==> config.mk <==
export PLATFORM = sky130hd
export DESIGN_NAME = display_sequencer
export DESIGN_NICKNAME = d
export VERILOG_FILES = /design/src/rtl/disp_seq_pkg.sv /design/src/rtl/display_sequencer_btn_edge.sv /design/src/rtl/display_sequencer.sv
export SDC_FILE = /design/constraint.sdc
export NUM_CORES = 1
export LEC_CHECK = 0
export CAP_MARGIN = 40
export CORE_ASPECT_RATIO = 1.5
export CORE_UTILIZATION = 45
export CTS_CLUSTER_SIZE = 14
export DETAILED_ROUTE_END_ITERATION = 16
export GPL_ROUTABILITY_DRIVEN = 0
export GPL_TIMING_DRIVEN = 0
export PLACE_DENSITY = 0.64
export SLEW_MARGIN = 20
export SYNTH_ARGS = -nofsm -noshare
export SYNTH_HDL_FRONTEND = slang
export SYNTH_SLANG_ARGS = --single-unit
==> constraint.sdc <==
create_clock -name Clock -period 3.3 [get_ports Clock]
set_clock_uncertainty 0.05 [all_clocks]
set_input_delay 0.33 -clock Clock [delete_from_list [all_inputs] [get_ports Clock]]
set_output_delay 0.33 -clock Clock [all_outputs]
set_load 0.01 [all_outputs]
==> src/rtl/disp_seq_pkg.sv <==
`default_nettype none
// ============================================================================
// Package : disp_seq_pkg
// Brief   : Shared types, message constants and helpers for display_sequencer.
// Revision: 1.0
// ============================================================================
package disp_seq_pkg;

    localparam int SEL_W = 8;

    localparam logic [SEL_W-1:0] MSG_CNT_A = 8'd0;
    localparam logic [SEL_W-1:0] MSG_CNT_B = 8'd7;

    typedef enum logic [0:0] {
        AUTO   = 1'b0,
        MANUAL = 1'b1
    } state_t;

    // A counter message only counts when it exists in the configured message set.
    function automatic logic is_counter_msg(input logic [SEL_W-1:0] sel, input int num_msg);
        return ((sel == MSG_CNT_A) && (int'(MSG_CNT_A) < num_msg)) ||
               ((sel == MSG_CNT_B) && (int'(MSG_CNT_B) < num_msg));
    endfunction

    function automatic int cnt_width(input int n);
        return (n > 1) ? $clog2(n) : 1;
    endfunction

endpackage
`default_nettype wire

==> src/rtl/display_sequencer_btn_edge.sv <==
`default_nettype none
// ============================================================================
// Module  : btn_edge
// Brief   : Button synchronizer chain followed by a rising-edge event detector.
// Revision: 1.0
// ============================================================================
module btn_edge #(
    parameter int SYNC_STAGES = 2
) (
    input  logic Clock,
    input  logic Reset,
    input  logic btn_async,
    output logic btn_event
);

    logic [SYNC_STAGES-1:0] sync_chain;
    logic                   last_level;

    always_ff @(posedge Clock) begin
        if (Reset) begin
            sync_chain <= '0;
            last_level <= 1'b0;
        end else begin
            sync_chain <= {sync_chain[SYNC_STAGES-2:0], btn_async};
            last_level <= sync_chain[SYNC_STAGES-1];
        end
    end

    // A held button yields exactly one event on its synchronized rising edge.
    assign btn_event = sync_chain[SYNC_STAGES-1] & ~last_level;

endmodule
`default_nettype wire

==> src/rtl/display_sequencer.sv <==
`default_nettype none
// ============================================================================
// Module  : display_sequencer
// Brief   : Message selector for the seven-segment multiplexer: dwell-timed
//           auto cycling or button stepping, plus BCD counter gating.
// Revision: 1.0
// ============================================================================
module display_sequencer
    import disp_seq_pkg::*;
#(
    parameter int NUM_MSG     = 8,
    parameter int TICK_DIV    = 500000,
    parameter int DWELL_TICKS = 200,
    parameter int SYNC_STAGES = 2
) (
    input  logic             Clock,
    input  logic             Reset,
    input  logic             BtnNext,
    input  logic             BtnPrev,
    input  logic             BtnMode,
    output logic [SEL_W-1:0] Selector,
    output logic             CountEnable,
    output logic             CountClear,
    output logic             AutoMode,
    output logic             Tick
);

    localparam int DIV_W   = cnt_width(TICK_DIV);
    localparam int DWELL_W = cnt_width(DWELL_TICKS);

    localparam logic [DIV_W-1:0]   DIV_LAST   = DIV_W'(TICK_DIV - 1);
    localparam logic [DWELL_W-1:0] DWELL_LAST = DWELL_W'(DWELL_TICKS - 1);
    localparam logic [SEL_W-1:0]   SEL_LAST   = SEL_W'(NUM_MSG - 1);

    logic [DIV_W-1:0]   div_cnt;
    logic [DWELL_W-1:0] dwell_cnt;
    logic [DWELL_W-1:0] dwell_nxt;
    logic [SEL_W-1:0]   sel_nxt;
    logic [SEL_W-1:0]   sel_inc;
    logic [SEL_W-1:0]   sel_dec;
    state_t             state;
    state_t             state_nxt;
    logic               next_ev;
    logic               prev_ev;
    logic               mode_ev;

    btn_edge #(.SYNC_STAGES(SYNC_STAGES)) u_btn_next (
        .Clock(Clock), .Reset(Reset), .btn_async(BtnNext), .btn_event(next_ev)
    );
    btn_edge #(.SYNC_STAGES(SYNC_STAGES)) u_btn_prev (
        .Clock(Clock), .Reset(Reset), .btn_async(BtnPrev), .btn_event(prev_ev)
    );
    btn_edge #(.SYNC_STAGES(SYNC_STAGES)) u_btn_mode (
        .Clock(Clock), .Reset(Reset), .btn_async(BtnMode), .btn_event(mode_ev)
    );

    always_ff @(posedge Clock) begin
        if (Reset) begin
            div_cnt <= '0;
            Tick    <= 1'b0;
        end else begin
            Tick    <= (div_cnt == DIV_LAST);
            div_cnt <= (div_cnt == DIV_LAST) ? '0 : div_cnt + 1'b1;
        end
    end

    assign sel_inc = (Selector == SEL_LAST) ? '0 : Selector + 1'b1;
    assign sel_dec = (Selector == '0) ? SEL_LAST : Selector - 1'b1;

    // Priority: mode toggle, then a lone step button, then dwell expiry.
    always_comb begin
        state_nxt = state;
        sel_nxt   = Selector;
        dwell_nxt = dwell_cnt;
        if (mode_ev) begin
            state_nxt = (state == AUTO) ? MANUAL : AUTO;
            dwell_nxt = '0;
        end else if (next_ev ^ prev_ev) begin
            sel_nxt   = next_ev ? sel_inc : sel_dec;
            dwell_nxt = '0;
        end else if ((state == AUTO) && Tick) begin
            if (dwell_cnt == DWELL_LAST) begin
                sel_nxt   = sel_inc;
                dwell_nxt = '0;
            end else begin
                dwell_nxt = dwell_cnt + 1'b1;
            end
        end
    end

    always_ff @(posedge Clock) begin
        if (Reset) begin
            state       <= AUTO;
            Selector    <= '0;
            dwell_cnt   <= '0;
            CountEnable <= 1'b0;
            CountClear  <= 1'b0;
        end else begin
            state       <= state_nxt;
            Selector    <= sel_nxt;
            dwell_cnt   <= dwell_nxt;
            CountEnable <= is_counter_msg(sel_nxt, NUM_MSG);
            // Clear on any change into a counter message, including 7 -> 0.
            CountClear  <= is_counter_msg(sel_nxt, NUM_MSG) && (sel_nxt != Selector);
        end
    end

    assign AutoMode = (state == AUTO);

endmodule
`default_nettype wire

After elaboration in Yosys (flattened, before gate mapping)

Index checks and enable logic that the tools add are counted.
Widths: inputs -> output; s select.

Bits in registers: 48
Input port bits: 5
Output and inout bits: 12
Logic and storage cells: 46

$add $sub $neg: 4
Equality and inequality tests: 5
Multiplexer cells: 9
Bitwise logic cells: 8
Reduce and logical (&&, ||, !) cells: 7

Operators by type and width:

| kind                  | count |
|---|---|
| $mux 8                | 8 |
| $add 19x1->19 const B | 1 |
| $eq 19x19->1 const B  | 1 |
| $add 8x1->8 const B   | 2 |
| $eq 8x3->1 const B    | 2 |
| $logic_not 8->1       | 2 |
| $eq 8x8->1 const B    | 1 |
| $ne 8x8->1            | 1 |
| $sub 8x1->8 const B   | 1 |
| $not 1->1             | 4 |
| $and 1x1->1           | 3 |
| $reduce_or 3->1       | 1 |
| $logic_and 1x1->1     | 2 |
| $reduce_or 2->1       | 1 |
| $logic_or 1x1->1      | 1 |
| $mux 1                | 1 |
| $xor 1x1->1           | 1 |

Longest topological paths before layout

Gate-level depths: netlist of run 1.

Depth after elaboration: 9
Depth in mapped cells: 10
Mapped depth without buffers: 9

Modules after synthesis

A second synthesis of run 1 with hierarchy kept.

Cells, all modules: 288
Area, all modules: 2,563.7 µm²

By module, submodules not included:

| module            | instances | cells each | area each (µm²) | seq. area each (µm²) |
|---|---|---|---|---|
| display_sequencer | 1         | 267        | 2,301.0         | 780.7 |
| btn_edge          | 3         | 7          | 87.6            | 60.1 |

Worst setup path before layout of run 1

OpenSTA, ideal clock, no wires.

Path type: register to register
Start: register dwell_cnt[0]
End: register CountClear
Setup time: 0.087 ns
Arrival: 2.269 ns
Data required time: 3.163 ns
Setup slack: 0.894 ns
Cell stages (with the launch flop): 10
Path buffers: 1
Period minus slack after synthesis: 2.406 ns
Cell sequence: dfxtp_1 -> ha_1 -> and4bb_1 -> and3_1 -> buf_6 -> o31ai_2 -> a221o_1 -> or3_1 -> mux2_2 -> nor4b_2

Word-level cells in the longest chain between the ends: 8
Elaborated cells between the ends (all ways): 10
Classes of those cells: eq/ne: 3; mux: 4; reduce/logical: 3

Ends and longest elaborated chain:

| item                                                 | RTL line                               | RTL |
|---|---|---|
| from (decl)                                          | display_sequencer.sv:36                | `logic [DWELL_W-1:0] dwell_cnt;` |
| from (signal assigned)                               | display_sequencer.sv:101               | `dwell_cnt <= dwell_nxt;` |
| $eq 8x8->1 *                                         | display_sequencer.sv:82                | `if (dwell_cnt == DWELL_LAST) begin` |
| $mux 8 *                                             | display_sequencer.sv:82                |  |
| $mux 8 *                                             | display_sequencer.sv:81                | `end else if ((state == AUTO) && Tick) begin` |
| $mux 8 *                                             | display_sequencer.sv:78                | `end else if (next_ev ^ prev_ev) begin` |
| $mux 8 *                                             | display_sequencer.sv:75                | `if (mode_ev) begin` |
| $eq 8x3->1 / $logic_not 8->1 (equally long branches) | disp_seq_pkg.sv:22, disp_seq_pkg.sv:21 |  |
| $logic_or 1x1->1                                     | disp_seq_pkg.sv:21                     | `return ((sel == MSG_CNT_A) && (int'(MSG_CNT_A) < num_msg)) \|\|` |
| $logic_and 1x1->1 *                                  | display_sequencer.sv:104               | `CountClear <= is_counter_msg(sel_nxt, NUM_MSG) && (sel_nxt != Selector);` |
| to (signal assigned)                                 | display_sequencer.sv:104               |  |
| to (decl)                                            | display_sequencer.sv:23                | `output logic CountClear,` |

Mark *: on every way between the ends. The rest lies on a longest branch, timed or not.
A chain may end at the register's enable or synchronous reset.

Worst setup path in the final report of run 1

Same ends and word-level chain as after synthesis.

==> results.ini, run 1 <==
[logic_synthesis]
syn_area_um2=2500
synth_top_family_by_area=simple AND/OR/NAND/NOR gates
synth_flop_cell=dfxtp_1
synth-xor-area-share=0.0942
syn_inst=300
synth.distinct_cells=56
syn_area_per_cell_um2=8.32
synth_fa_ha_area_frac=0.0251
synth-compound-area-share=0.0997
syn-num-nets=310
synth-simple-area-share=0.336
ys_seq_area_frac=0.385
synth.area.mux_share=0.0125
async_flop_share=0
synth_enable_flop_cells=0
yosys_register_bits=48
synth_warnings=0

[detailed_routing]
drt_first_iter_violations=182
ant_nets=0
routed_wl_um=5250
wl_per_cell_um=13.4
drc=0
viasPerCell=5.41
drtPass1Iterations=4
routed-via-count=2122

[worst_setup_path]
reg2reg_from=dwell_cnt[0]
cp_top_family=simple AND/OR/NAND/NOR gates
crit_type=flop to flop
cp_slowest_cell=or4b_1
crit_start=dwell_cnt[0]
cp-start-kind=flop
cp.required_ns=3.47
critPathCaptureType=flop
cp_max_fo=6
crit_path_cell_trace=ha_1, and4bb_1, nand3_1, o21ai_0, a221oi_1, or4b_1, nor4b_2
crit_buf_inv=0
arrival_ns=3.07
max_stage_delay_ns=0.58

[layout]
fillers=505
fin_util=0.545
drive_above_1_share=0.0833
most-common-layout-cells=dfxtp_1, nor2_1, nand2_1
nets=333
stdcell_count=392
area_growth_pct=14.5
register_area_um2=961
multiInputGateArea_um2=1420
final_common_cell=dfxtp_1
num_antenna_cells=0

[global_route]
grt_max_degree=17
antenna_found_initial=0
grt_usage=0.195
grt_pass1_vias=1983
grt_pass1_wl_um=8960
grt-ovfl-total=0

[clocking]
clock_sinks=48
cts-root-buf=clkbuf_8
cts_buffer_depth=2
clk_latency_ns=0.31
clkTransAtPathRegs_ns=0.10
cts_tree=done
cts_buffers=5
cts_resized=0
cts_setup_buffers=0
postCtsHoldBufs=0
cts_max_level=2

[status]
status=finished, final reports clean

[floorplanning]
std_cell_rows=32
dieHeight_um=93.2
core_area_um2=5250
die-area_um2=5860
start_util=0.476
ios=17
die_w_um=62.8

[min_path]
hold_class=flop to flop
min-delay-start=u_btn_prev.sync_chain[0]

[timing]
final-hold-violation-count=0
holdWs_ns=0.394
fin_ws_ns=0.402
slew_headroom=0.580
setup_viol=0
fin_crit_sh=0.878
period_needed_ns=2.90
worst_pin_slew_ns=0.623
fmax_mhz=345
rsz0062_at_grt=false
tns_ns=0
drv_slew=0

[place]
dp_hpwl_um=4000
dp_slack_ns=0.430
dp_cells=384
port_buffers=16

[pwr]
power_density_nw_per_um2=457
cellLeakagePower_nw=1.07
ir_worst_vdd_v=0.000265

[flow_run]
maxCapViolCount=0

[registers in the layout (all words and copies together) (netlist names), 2 cells and up]
register               flops
u_btn_next.sync_chain      2
Selector                   8
dwell_cnt                  8
u_btn_prev.sync_chain      2
u_btn_mode.sync_chain      2
div_cnt                   19
[synth_stat cells (2+ instances only)]
library cell / count / area, um2
clkbuf_1: 7 / 26.3
and3_1: 7 / 43.8
nor2_1: 43 / 161
xor2_1: 16 / 140
mux2i_1: 2 / 20.0
dfxtp_1: 48 / 961
a21boi_0: 2 / 15.0
o21ai_0: 8 / 40.0
nand2b_1: 3 / 18.8
buf_6: 3 / 33.8
nand3_1: 16 / 80.1
nor4_1: 5 / 31.3
xnor2_1: 9 / 78.8
nor3_1: 11 / 55.1
or3_1: 5 / 31.3
nand4_1: 8 / 50.1
o22ai_1: 2 / 12.5
nand2_1: 28 / 105
a21oi_1: 7 / 35.0
nor2b_1: 17 / 106
buf_2: 5 / 25.0
a31oi_1: 4 / 25.0
inv_1: 7 / 26.3
ha_1: 5 / 62.6
[stage by stage]
step,area (um2),total power (W)
after floorplan,2500,0.000810
after global routing,2860,0.00138
after detailed placement,2740,0.000887
after CTS,2860,0.00132
final,2860,0.00131
after global placement,2740,0.000886
[worst register-to-register path: cells and delay by family (launching register included)]
family                     cells  cell delay, ns
AOI/OAI and AO/OA              2            0.78
adders and majority gates      1            0.24
DFF                            1            0.42
and+or+nand+nor                4            1.33
[final cells by class]
class,count,share of cell area
inverters,7,0.00919
clock inverters,3,0.0166
well taps,68,0.0298
plain buffers,16,0.0324
clock buffers,5,0.0241
repair buffers,16,0.0560
flip-flops and latches,48,0.336
multi-input cells,229,0.496
[final timing paths]
kind	end	slack (ns)	depth (start not counted)
setup / recovery	CountClear	0.40	7
hold / removal	u_btn_prev.sync_chain[1]	0.39	1
setup reg to reg	CountClear	0.40	7
hold reg to reg	u_btn_prev.sync_chain[1]	0.39	1
[report_power, final]
part           switching (W)  internal [W]
Combinational       0.000135      0.000119
Clock               0.000204      0.000228
Sequential         0.0000205      0.000599
[cells by family (layout without fill, tap and decap cells)]
family / after synthesis / in the layout
XOR/XNOR: 26 / 26
adder cells (fa/ha/maj): 5 / 5
AND/OR/NAND/NOR: 159 / 159
AO/OA/AOI/OAI: 36 / 36
flip-flops: 48 / 48
multiplexers: 3 / 3
buffers and inverters: 23 / 47
[layer usage]
metal	vias up	wire (um)	global-route usage
met4	0	200	0.110
met5	-	0	0
met2	47	2830	0.365
li1	1085	-	-
met3	17	142	0.0268
met1	973	2070	0.206
Note: power is estimated with default switching activity, not from simulation.
==> run 2, diff against run 1 <==
--- a/config.mk
+++ b/config.mk
@@ -8,11 +8,13 @@
 export CAP_MARGIN = 40
 export CORE_ASPECT_RATIO = 1.5
 export CORE_UTILIZATION = 45
+export CTS_CLUSTER_DIAMETER = 30
 export CTS_CLUSTER_SIZE = 14
 export DETAILED_ROUTE_END_ITERATION = 16
 export GPL_ROUTABILITY_DRIVEN = 0
 export GPL_TIMING_DRIVEN = 0
-export PLACE_DENSITY = 0.64
+export PLACE_DENSITY = 0.65
+export REMOVE_ABC_BUFFERS = 1
 export SLEW_MARGIN = 20
 export SYNTH_ARGS = -nofsm -noshare
 export SYNTH_HDL_FRONTEND = slang
==> run 2 against run 1 <==
Net effect: combinational power is 9.0% lower; power is 7.5% lower; largest cell class unchanged; first-iteration DRC count is 49% higher; setup slack worse by 0.042 ns; cell count is 3.8% lower.
==> results.ini, run 2 (synthesized netlist as in run 1, its figures left out) <==
[worst_setup_path]
crit_start=Tick
cp.required_ns=3.47
crit_type=flop to flop
critPathCaptureType=flop
cp-start-kind=flop
reg2reg_from=Tick
cp_slowest_cell=or4b_1
arrival_ns=3.11
crit_path_cell_trace=nor2b_1, nand3_1, o21ai_0, a221oi_1, or4b_1, nor4b_2
cp_max_fo=9
crit_buf_inv=0
max_stage_delay_ns=0.60
cp_top_family=simple AND/OR/NAND/NOR gates

[layout]
regMostFlops=div_cnt
drive_above_1_share=0.0615
reg_top3=div_cnt (19), Selector (8), dwell_cnt (8)
final_common_cell=dfxtp_1
nets=318
area_growth_pct=10.4
num_antenna_cells=0
fin_util=0.526
most-common-layout-cells=dfxtp_1, nor2_1, nand2_1
largest_reg_flops=19

[pwr]
seq_power_share=0.521
cellLeakagePower_nw=1.00
comb_power_share=0.192
power_w=0.00121
clkPwrFrac=0.287
switchingPower_w=0.000349
ir_worst_vdd_v=0.000255
internal-power_w=0.000860
power_density_nw_per_um2=438
swShare=0.289

[global_route]
grt_max_degree=27
antenna_found_initial=0
grt-ovfl-total=0
grt_pass1_vias=1936
grt_usage=0.184
grt_pass1_wl_um=8590

[place]
dp_slack_ns=0.395
dp_hpwl_um=3620
port_buffers=16

[timing]
fmax_mhz=340
holdWs_ns=0.396
slew_headroom=0.484
rsz0062_at_grt=false
fin_ws_ns=0.360
tns_ns=0
setup_viol=0
worst_pin_slew_ns=0.772
drv_slew=0
fin_crit_sh=0.891
final-hold-violation-count=0
period_needed_ns=2.94

[clocking]
cts_resized=0
cts_max_level=2
cts_buffers=5
postCtsHoldBufs=0
cts_buffer_depth=2
clk_latency_ns=0.30
clock_sinks=48
cts-root-buf=clkbuf_8
clkTransAtPathRegs_ns=0.10
cts_tree=done
cts_setup_buffers=0

[flow_run]
maxCapViolCount=0

[floorplanning]
core_area_um2=5250
dieHeight_um=93.2
ios=17
die-area_um2=5860
std_cell_rows=32
die_w_um=62.8
start_util=0.476

[detailed_routing]
drtPass1Iterations=4
drc=0
drt_first_iter_violations=271
routed-via-count=2051
ant_nets=0
wl_per_cell_um=13.2
routed_wl_um=4990
viasPerCell=5.44

[status]
status=finished, final reports clean

[min_path]
hold_class=flop to flop
min-delay-start=u_btn_next.sync_chain[0]

==> run 2: changes by cell type in the layout (fill, tap and decap cells not counted) <==
cell,delta
clkinv_4,-1
buf_8,+1
buf_6,-3
buf_2,-5
buf_4,-1
clkinvlp_4,+2
bufinv_16,-1
clkbuf_1,-7
==> run 2: power groups by stage <==
stage / clock (W) / sequential [W] / combinational [W]
6_report: 0.000347 / 0.000630 / 0.000232
5_1_grt: 0.000384 / 0.000634 / 0.000260
4_1_cts: 0.000361 / 0.000630 / 0.000230
3_5_place_dp: 0 / 0.000643 / 0.000229
3_3_place_gp: 0 / 0.000643 / 0.000228
2_1_floorplan: 0 / 0.000643 / 0.000153
==> run 2: area by class of cell <==
type / instances / area [um2]
inverter: 7 / 26.3
fill: 538 / 2490
tap: 68 / 85.1
clock buffer: 5 / 68.8
multi-input combinational: 229 / 1420
sequential: 48 / 961
timing repair buffer: 17 / 175
clock inverter: 3 / 23.8
==> run 2: final timing paths <==
check	slack, ns	to	depth (start not counted)
max reg2reg	0.36	CountClear	6
max	0.36	CountClear	6
min	0.40	u_btn_next.sync_chain[1]	1
min reg2reg	0.40	u_btn_next.sync_chain[1]	1
==> run 2: layer usage <==
layer  part of all wire  track usage
met1               0.42        0.203
met2               0.50        0.331
met3              0.037       0.0268
met4              0.042        0.110
met5                  0            0
==> run 2: per-stage QoR <==
stage,instance area [um2],cells
finish,2760,377
global route,2760,377
CTS,2740,376
detailed placement,2650,368
global placement,2650,368
floorplan,2400,284
==> run 3, diff against run 2 <==
--- a/config.mk
+++ b/config.mk
@@ -8,6 +8,7 @@
 export CAP_MARGIN = 40
 export CORE_ASPECT_RATIO = 1.5
 export CORE_UTILIZATION = 45
+export CTS_BUF_LIST = sky130_fd_sc_hd__clkbuf_2 sky130_fd_sc_hd__clkbuf_4 sky130_fd_sc_hd__clkbuf_8
 export CTS_CLUSTER_DIAMETER = 30
 export CTS_CLUSTER_SIZE = 14
 export DETAILED_ROUTE_END_ITERATION = 16
==> results of run 3 <==
Final layout, timing and power as in run 2 (identical DEF).
